`src/rtl/dcache_pkg.sv`:
```
// Shared types, widths and address field helpers for the data cache.
package dcache_pkg;

  typedef enum logic [1:0] {
    IDLE      = 2'd0,
    WRITEBACK = 2'd1,
    REFILL    = 2'd2
  } dcache_state_t;

  localparam int ADDR_W = 32;
  localparam int WORD_W = 32;
  localparam int LINE_W = 128;
  localparam int OFF_W  = 4;

  // Line index: the iw bits directly above the line offset.
  function automatic logic [ADDR_W-1:0] get_index(input logic [ADDR_W-1:0] addr, input int iw);
    return (addr >> OFF_W) & ((ADDR_W'(1) << iw) - ADDR_W'(1));
  endfunction

  // Tag: everything above offset and index.
  function automatic logic [ADDR_W-1:0] get_tag(input logic [ADDR_W-1:0] addr, input int iw);
    return addr >> (OFF_W + iw);
  endfunction

endpackage

```
`src/rtl/dcache_array.sv`:
```
// Tag/valid/dirty/data storage: combinational read of one line, synchronous
// write of either a whole line (refill) or a single word (store hit).
module dcache_array
  import dcache_pkg::*;
#(
  parameter int LINES  = 16,
  parameter int IW     = 4,
  parameter int TW     = 24,
  parameter int WSEL_W = 2
) (
  input  logic              clock,
  input  logic              reset_n,
  input  logic [IW-1:0]     idx,
  output logic              rd_valid,
  output logic              rd_dirty,
  output logic [TW-1:0]     rd_tag,
  output logic [LINE_W-1:0] rd_line,
  input  logic              line_we,
  input  logic [TW-1:0]     wr_tag,
  input  logic [LINE_W-1:0] wr_line,
  input  logic              word_we,
  input  logic [WSEL_W-1:0] word_sel,
  input  logic [WORD_W-1:0] wr_word,
  input  logic              dirty_clr
);

  logic [LINES-1:0]  valid_q;
  logic [LINES-1:0]  dirty_q;
  logic [TW-1:0]     tag_q  [LINES];
  logic [LINE_W-1:0] data_q [LINES];

  assign rd_valid = valid_q[idx];
  assign rd_dirty = dirty_q[idx];
  assign rd_tag   = tag_q[idx];
  assign rd_line  = data_q[idx];

  // Valid/dirty bookkeeping; the only storage cleared by reset.
  always_ff @(posedge clock) begin
    if (!reset_n) begin
      valid_q <= '0;
      dirty_q <= '0;
    end else if (line_we) begin
      valid_q[idx] <= 1'b1;
      dirty_q[idx] <= 1'b0;
    end else if (word_we) begin
      dirty_q[idx] <= 1'b1;
    end else if (dirty_clr) begin
      dirty_q[idx] <= 1'b0;
    end
  end

  // Tag and data arrays; not reset, but a write coinciding with reset is dropped.
  always_ff @(posedge clock) begin
    if (reset_n) begin
      if (line_we) begin
        tag_q[idx]  <= wr_tag;
        data_q[idx] <= wr_line;
      end else if (word_we) begin
        data_q[idx][word_sel*WORD_W +: WORD_W] <= wr_word;
      end
    end
  end

endmodule

```
`src/rtl/dcache.sv`:
```
// Direct-mapped write-back, write-allocate data cache with a line-wide
// memory handshake. Hits answer combinationally; misses stall the pipeline.
module dcache
  import dcache_pkg::*;
#(
  parameter int LINES = 16,
  parameter int WORDS = 4
) (
  input  logic              clock,
  input  logic              reset_n,
  input  logic              req_valid,
  input  logic              req_write,
  input  logic [ADDR_W-1:0] req_addr,
  input  logic [WORD_W-1:0] req_wdata,
  output logic [WORD_W-1:0] readData,
  output logic              stall,
  output logic              mem_req,
  output logic              mem_write,
  output logic [ADDR_W-1:0] mem_addr,
  output logic [LINE_W-1:0] mem_wdata,
  input  logic              mem_ready,
  input  logic [LINE_W-1:0] mem_rdata
);

  localparam int IW     = $clog2(LINES);
  localparam int TW     = ADDR_W - OFF_W - IW;
  localparam int WSEL_W = $clog2(WORDS);

  dcache_state_t state_q, state_d;

  logic [IW-1:0]     req_idx;
  logic [TW-1:0]     req_tag;
  logic [WSEL_W-1:0] req_word;
  logic              unused_byte_bits;

  logic              rd_valid, rd_dirty;
  logic [TW-1:0]     rd_tag;
  logic [LINE_W-1:0] rd_line;
  logic              hit;
  logic              line_we, word_we, dirty_clr;

  assign req_idx          = IW'(get_index(req_addr, IW));
  assign req_tag          = TW'(get_tag(req_addr, IW));
  assign req_word         = req_addr[OFF_W-1:2];
  assign unused_byte_bits = ^req_addr[1:0];

  assign hit = req_valid & rd_valid & (rd_tag == req_tag);

  dcache_array #(
    .LINES (LINES),
    .IW    (IW),
    .TW    (TW),
    .WSEL_W(WSEL_W)
  ) u_array (
    .clock    (clock),
    .reset_n  (reset_n),
    .idx      (req_idx),
    .rd_valid (rd_valid),
    .rd_dirty (rd_dirty),
    .rd_tag   (rd_tag),
    .rd_line  (rd_line),
    .line_we  (line_we),
    .wr_tag   (req_tag),
    .wr_line  (mem_rdata),
    .word_we  (word_we),
    .word_sel (req_word),
    .wr_word  (req_wdata),
    .dirty_clr(dirty_clr)
  );

  // Miss-handling state register.
  always_ff @(posedge clock) begin
    if (!reset_n) state_q <= IDLE;
    else          state_q <= state_d;
  end

  // Next state, hit response and memory handshake outputs.
  always_comb begin
    state_d   = state_q;
    stall     = 1'b0;
    readData  = '0;
    mem_req   = 1'b0;
    mem_write = 1'b0;
    mem_addr  = '0;
    mem_wdata = '0;
    line_we   = 1'b0;
    word_we   = 1'b0;
    dirty_clr = 1'b0;
    unique case (state_q)
      IDLE: begin
        if (req_valid) begin
          if (hit) begin
            if (req_write) word_we  = 1'b1;
            else           readData = rd_line[req_word*WORD_W +: WORD_W];
          end else begin
            stall   = 1'b1;
            state_d = (rd_valid && rd_dirty) ? WRITEBACK : REFILL;
          end
        end
      end
      WRITEBACK: begin
        stall     = 1'b1;
        mem_req   = 1'b1;
        mem_write = 1'b1;
        mem_addr  = {rd_tag, req_idx, {OFF_W{1'b0}}};
        mem_wdata = rd_line;
        if (mem_ready) begin
          dirty_clr = 1'b1;
          state_d   = REFILL;
        end
      end
      REFILL: begin
        stall    = 1'b1;
        mem_req  = 1'b1;
        mem_addr = {req_tag, req_idx, {OFF_W{1'b0}}};
        if (mem_ready) begin
          line_we = 1'b1;
          state_d = IDLE;
        end
      end
      default: state_d = IDLE;
    endcase
  end

endmodule

```
`config.mk`:
```
export PLATFORM = sky130hd
export DESIGN_NAME = dcache
export DESIGN_NICKNAME = d
export VERILOG_FILES = /design/src/rtl/dcache_pkg.sv /design/src/rtl/dcache_array.sv /design/src/rtl/dcache.sv
export SDC_FILE = /design/constraint.sdc
export NUM_CORES = 2
export LEC_CHECK = 0
export CORE_ASPECT_RATIO = 2
export CORE_MARGIN = 4
export CORE_UTILIZATION = 60
export CTS_CLUSTER_SIZE = 28
export DETAILED_ROUTE_END_ITERATION = 7
export PLACE_DENSITY = 0.81
export REMOVE_ABC_BUFFERS = 1
export SETUP_SLACK_MARGIN = 0.4
export SLEW_MARGIN = 20
export SYNTH_ARGS = -nofsm -noshare
export SYNTH_HDL_FRONTEND = slang
export SYNTH_HIERARCHICAL = 1
export SYNTH_SLANG_ARGS = --single-unit
```
`constraint.sdc`:
```
create_clock -name clock -period 9.4 [get_ports clock]
set_clock_uncertainty 0.05 [all_clocks]
set_input_delay 0.94 -clock clock [delete_from_list [all_inputs] [get_ports clock]]
set_output_delay 0.94 -clock clock [all_outputs]
set_load 0.03 [all_outputs]
```
==> summary.txt <==
Timing
  – F_max: 139 MHz
  – Worst Max-Slew Pin Slew: 1230 ps
  – Setup violators final: 0
  – RSZ-0062 raised after global routing: no
  – Worst Setup Slack, final: 2220 ps
  – Fin Setup TNS: 0 ps
  – Final period util: 76.4%
  – Period minus WS final: 7180 ps
  – Hold Violations, Final: 0
  – Slew Viols, Final: 0
  – Max-slew headroom: 17.8%
  – Hold WS: 447 ps

Global route
  – Grt ovf: 0
  – Initial antenna violation count: 58
  – First-pass GRT wire length: 399000 um
  – Number of global-route vias before repair: 53.1k
  – Gr usage total: 33.7%
  – Largest net degree at the start of global routing: 135

Synth
  – Synth area leaders: edfxtp_1, mux4_2, a22oi_1, a22o_1, and2_1
  – Yosys top cell area share: 75.4%
  – EDFF count, synth: 2432
  – Post-synthesis mux area share: 15.1%
  – Number of distinct library cells after synthesis: 43
  – Synth Area in Adders: 0.116%
  – Mapped cell area: 0.0968 mm2
  – Seq/Total Area, Yosys: 76.1%
  – Post-Synth Simple-Gate Area: 2.62%
  – Area leader, netlist: edfxtp_1
  – Async set-reset flop share out of synthesis: 0%
  – Complex-gate fraction of the synthesized area: 4.19%
  – Largest family of logic cells by synthesized area: multiplexers
  – Synthesized area per cell: 21.6 um2
  – Synth Flop Type: edfxtp_1
  – #FFs+latches synth: 2466
  – Post-Syn Instances: 4483
  – Total number of yosys warnings: 6
  – Xor and xnor fraction of the mapped netlist area: 0.217%

Route
  – Antenna Violating Nets Remaining: 0
  – Vias post-DR: 52.3k
  – Drt wl/cell: 39.3 um
  – Final wirelength: 284000 um
  – DR vias/cell: 7.24
  – First-pass DRT Iterations: 7
  – Drt first-iter violations: 8591
  – DRC viols: 0

Pwr
  – VDD IR max: 149 uV
  – Leakage dissipation: 34.2 nW
  – Total power draw: 0.0217 W
  – Cell Pwr Density: 197 mW/mm2

Clock tree
  – Num CTS Buffers: 196
  – Post-CTS Resized: 0
  – Clock buffer depth: 4
  – Post-CTS Hold Fix Bufs: 0
  – Worst-Skew Late Latency: 860 ps
  – Clock Sinks: 2466
  – Htree depth: 4
  – Clock transition at path regs: 70 ps
  – CTS tree: yes
  – Post-CTS setup buffers: 0
  – Clock root cell: clkbuf_16

Placement
  – Pre-CTS setup slack: 1810 ps
  – I/O Buffers: 385
  – Post-DP HPWL: 170000 um
  – Gpl congestion: 0.835

Final layout
  – Fillers: 9175
  – Final #Nets: 5140
  – Final Util: 68.5%
  – Reg area: 0.0737 mm2
  – Area grow syn2layout: 13.6%
  – Fraction of layout cells with a size suffix above 1: 23.5%
  – Multi-input gate area: 0.0222 mm2

Worst hold path
  – Min-Delay Endpoint: u_array/valid_q[5]$_SDFFE_PN0P_
  – Hold path depth: 2
  – Worst hold path type: register to register
  – Hold Crit Start: u_array/valid_q[5]$_SDFFE_PN0P_

Status
  – Status: complete, no violations

Die
  – Core box area: 0.161 mm2
  – Die height: 576 um
  – Std-Cell Rows: 208
  – Initial Utilization: 60.3%
  – Die Width: 292 um
  – Top-Level Pins: 392
  – Die area: 0.168 mm2

Worst setup path
  – CP max FO: 128
  – Critical path class: input pin to primary output
  – Worst EP arrival: 6190 ps
  – FF-to-FF path depth: 14
  – R2r setup slk: 3140 ps
  – Crit. End Element: primary output
  – RR Startpoint: u_array/tag_q[3][22]$_DFFE_PP_
  – Required time of the critical path: 8410 ps
  – Startpoint Class: input pin
  – RR Endpoint: u_array/data_q[10][84]$_DFFE_PP_

Run
  – MaxCap Viol Count: 0
==> synth_stat cells, types with 4 or more instances <==
library cell and number:
xor2_1 8, o21ai_1 4, nand2_1 178, edfxtp_1 2432, xnor2_1 16, o2bb2ai_1 15
mux4_2 648, dfxtp_1 34, inv_1 8, a22oi_1 332, ha_1 9, buf_1 43
buf_6 38, a32oi_1 15, nor2b_2 4, nand4_1 6, a22o_1 128, a31oi_1 16
nor2b_1 49, buf_2 58, nor2_1 110, and2_1 155, buf_4 27, clkbuf_1 125
==> stage by stage <==
| step | area [um2] | std cells |
|---|---|---|
| final | 110000 | 7223 |
| after global routing | 110000 | 7190 |
| after CTS | 110000 | 7185 |
| after detailed placement | 104000 | 6834 |
| after global placement | 104000 | 6834 |
| after floorplan | 95300 | 4195 |
==> flip-flops by register name, summed over array words and instances (netlist names), named ones only <==
name / flops
state_q: 2
u_array/data_q: 2048
u_array/tag_q: 384
u_array/valid_q: 16
==> area by class of cell <==
class                           instances  area share (%)
Sequential cell                      2466            67.0
Multi-Input combinational cell       1720            20.2
Clock buffer                          239            4.68
Timing Repair Buffer                  541            4.67
Tap cell                             2100            2.39
Clock inverter                        112           0.980
Antenna cell                           36          0.0819
Inverter                                9          0.0307
==> worst max path at each step <==
stage | start | to
detailed placement | req_addr[4] | u_array/data_q[10][72]$_DFFE_PP_
global placement | req_addr[4] | u_array/data_q[8][88]$_DFFE_PP_
global route | req_addr[4] | readData[15]
floorplan | req_addr[6] | u_array/data_q[0][64]$_DFFE_PP_
CTS | req_addr[4] | readData[31]
finish | req_addr[5] | readData[29]
==> per-layer routing <==
layer	wire length [um]	vias up	part of all wire (%)	GRT usage, %
li1	-	19800	-	-
met1	85400	26600	30	40.5
met2	137000	4833	48	53.0
met3	39300	1009	14	10.7
met4	22200	42	7.8	21.9
met5	268	-	0.094	0
==> kinds of logic after synthesis <==
kind of cell / after synthesis
other cells: 1
xor+xnor: 24
buf+inv: 300
simple gates: 515
flops: 2466
fa+ha+maj: 9
mux: 649
compound gates: 519
==> critical path, cell delays in order <==
cell and delay [ps]:
buf_8 430, buf_4 510, buf_4 750, buf_12 490, mux4_2 430, a22oi_1 310, nand2_1 370, mux4_2 560
nor2b_1 150, clkdlybuf4s50_1 630
==> report_power, final <==
group	switching, W	leakage [nW]	internal [W]	total, W
sequential	0.0000129	22.1	0.0121	0.0121
combinational	0.000908	9.04	0.000486	0.00139
clock	0.00381	3.02	0.00437	0.00817
total	0.00473	34.2	0.0170	0.0217
==> cells in the final DEF, fill, tap and decap left out, drive strengths merged, types with 4 or more instances in the layout <==
cell type and count:
nor4 4, bufinv 16, clkdlybuf4s50 381, nor2b 53, clkbuf 239, edfxtp 2432, inv 11, a22oi 332
a32oi 15, buf 160, xor2 8, a22o 128, dfxtp 34, conb 4, a31oi 16, clkinv 80
o2bb2ai 15, ha 9, nand2 178, clkinvlp 14, nand4 6, xnor2 16, and2 155, o21ai 6
nor2 110, diode 36, mux4 648
Power figures use the tool's default switching activity.
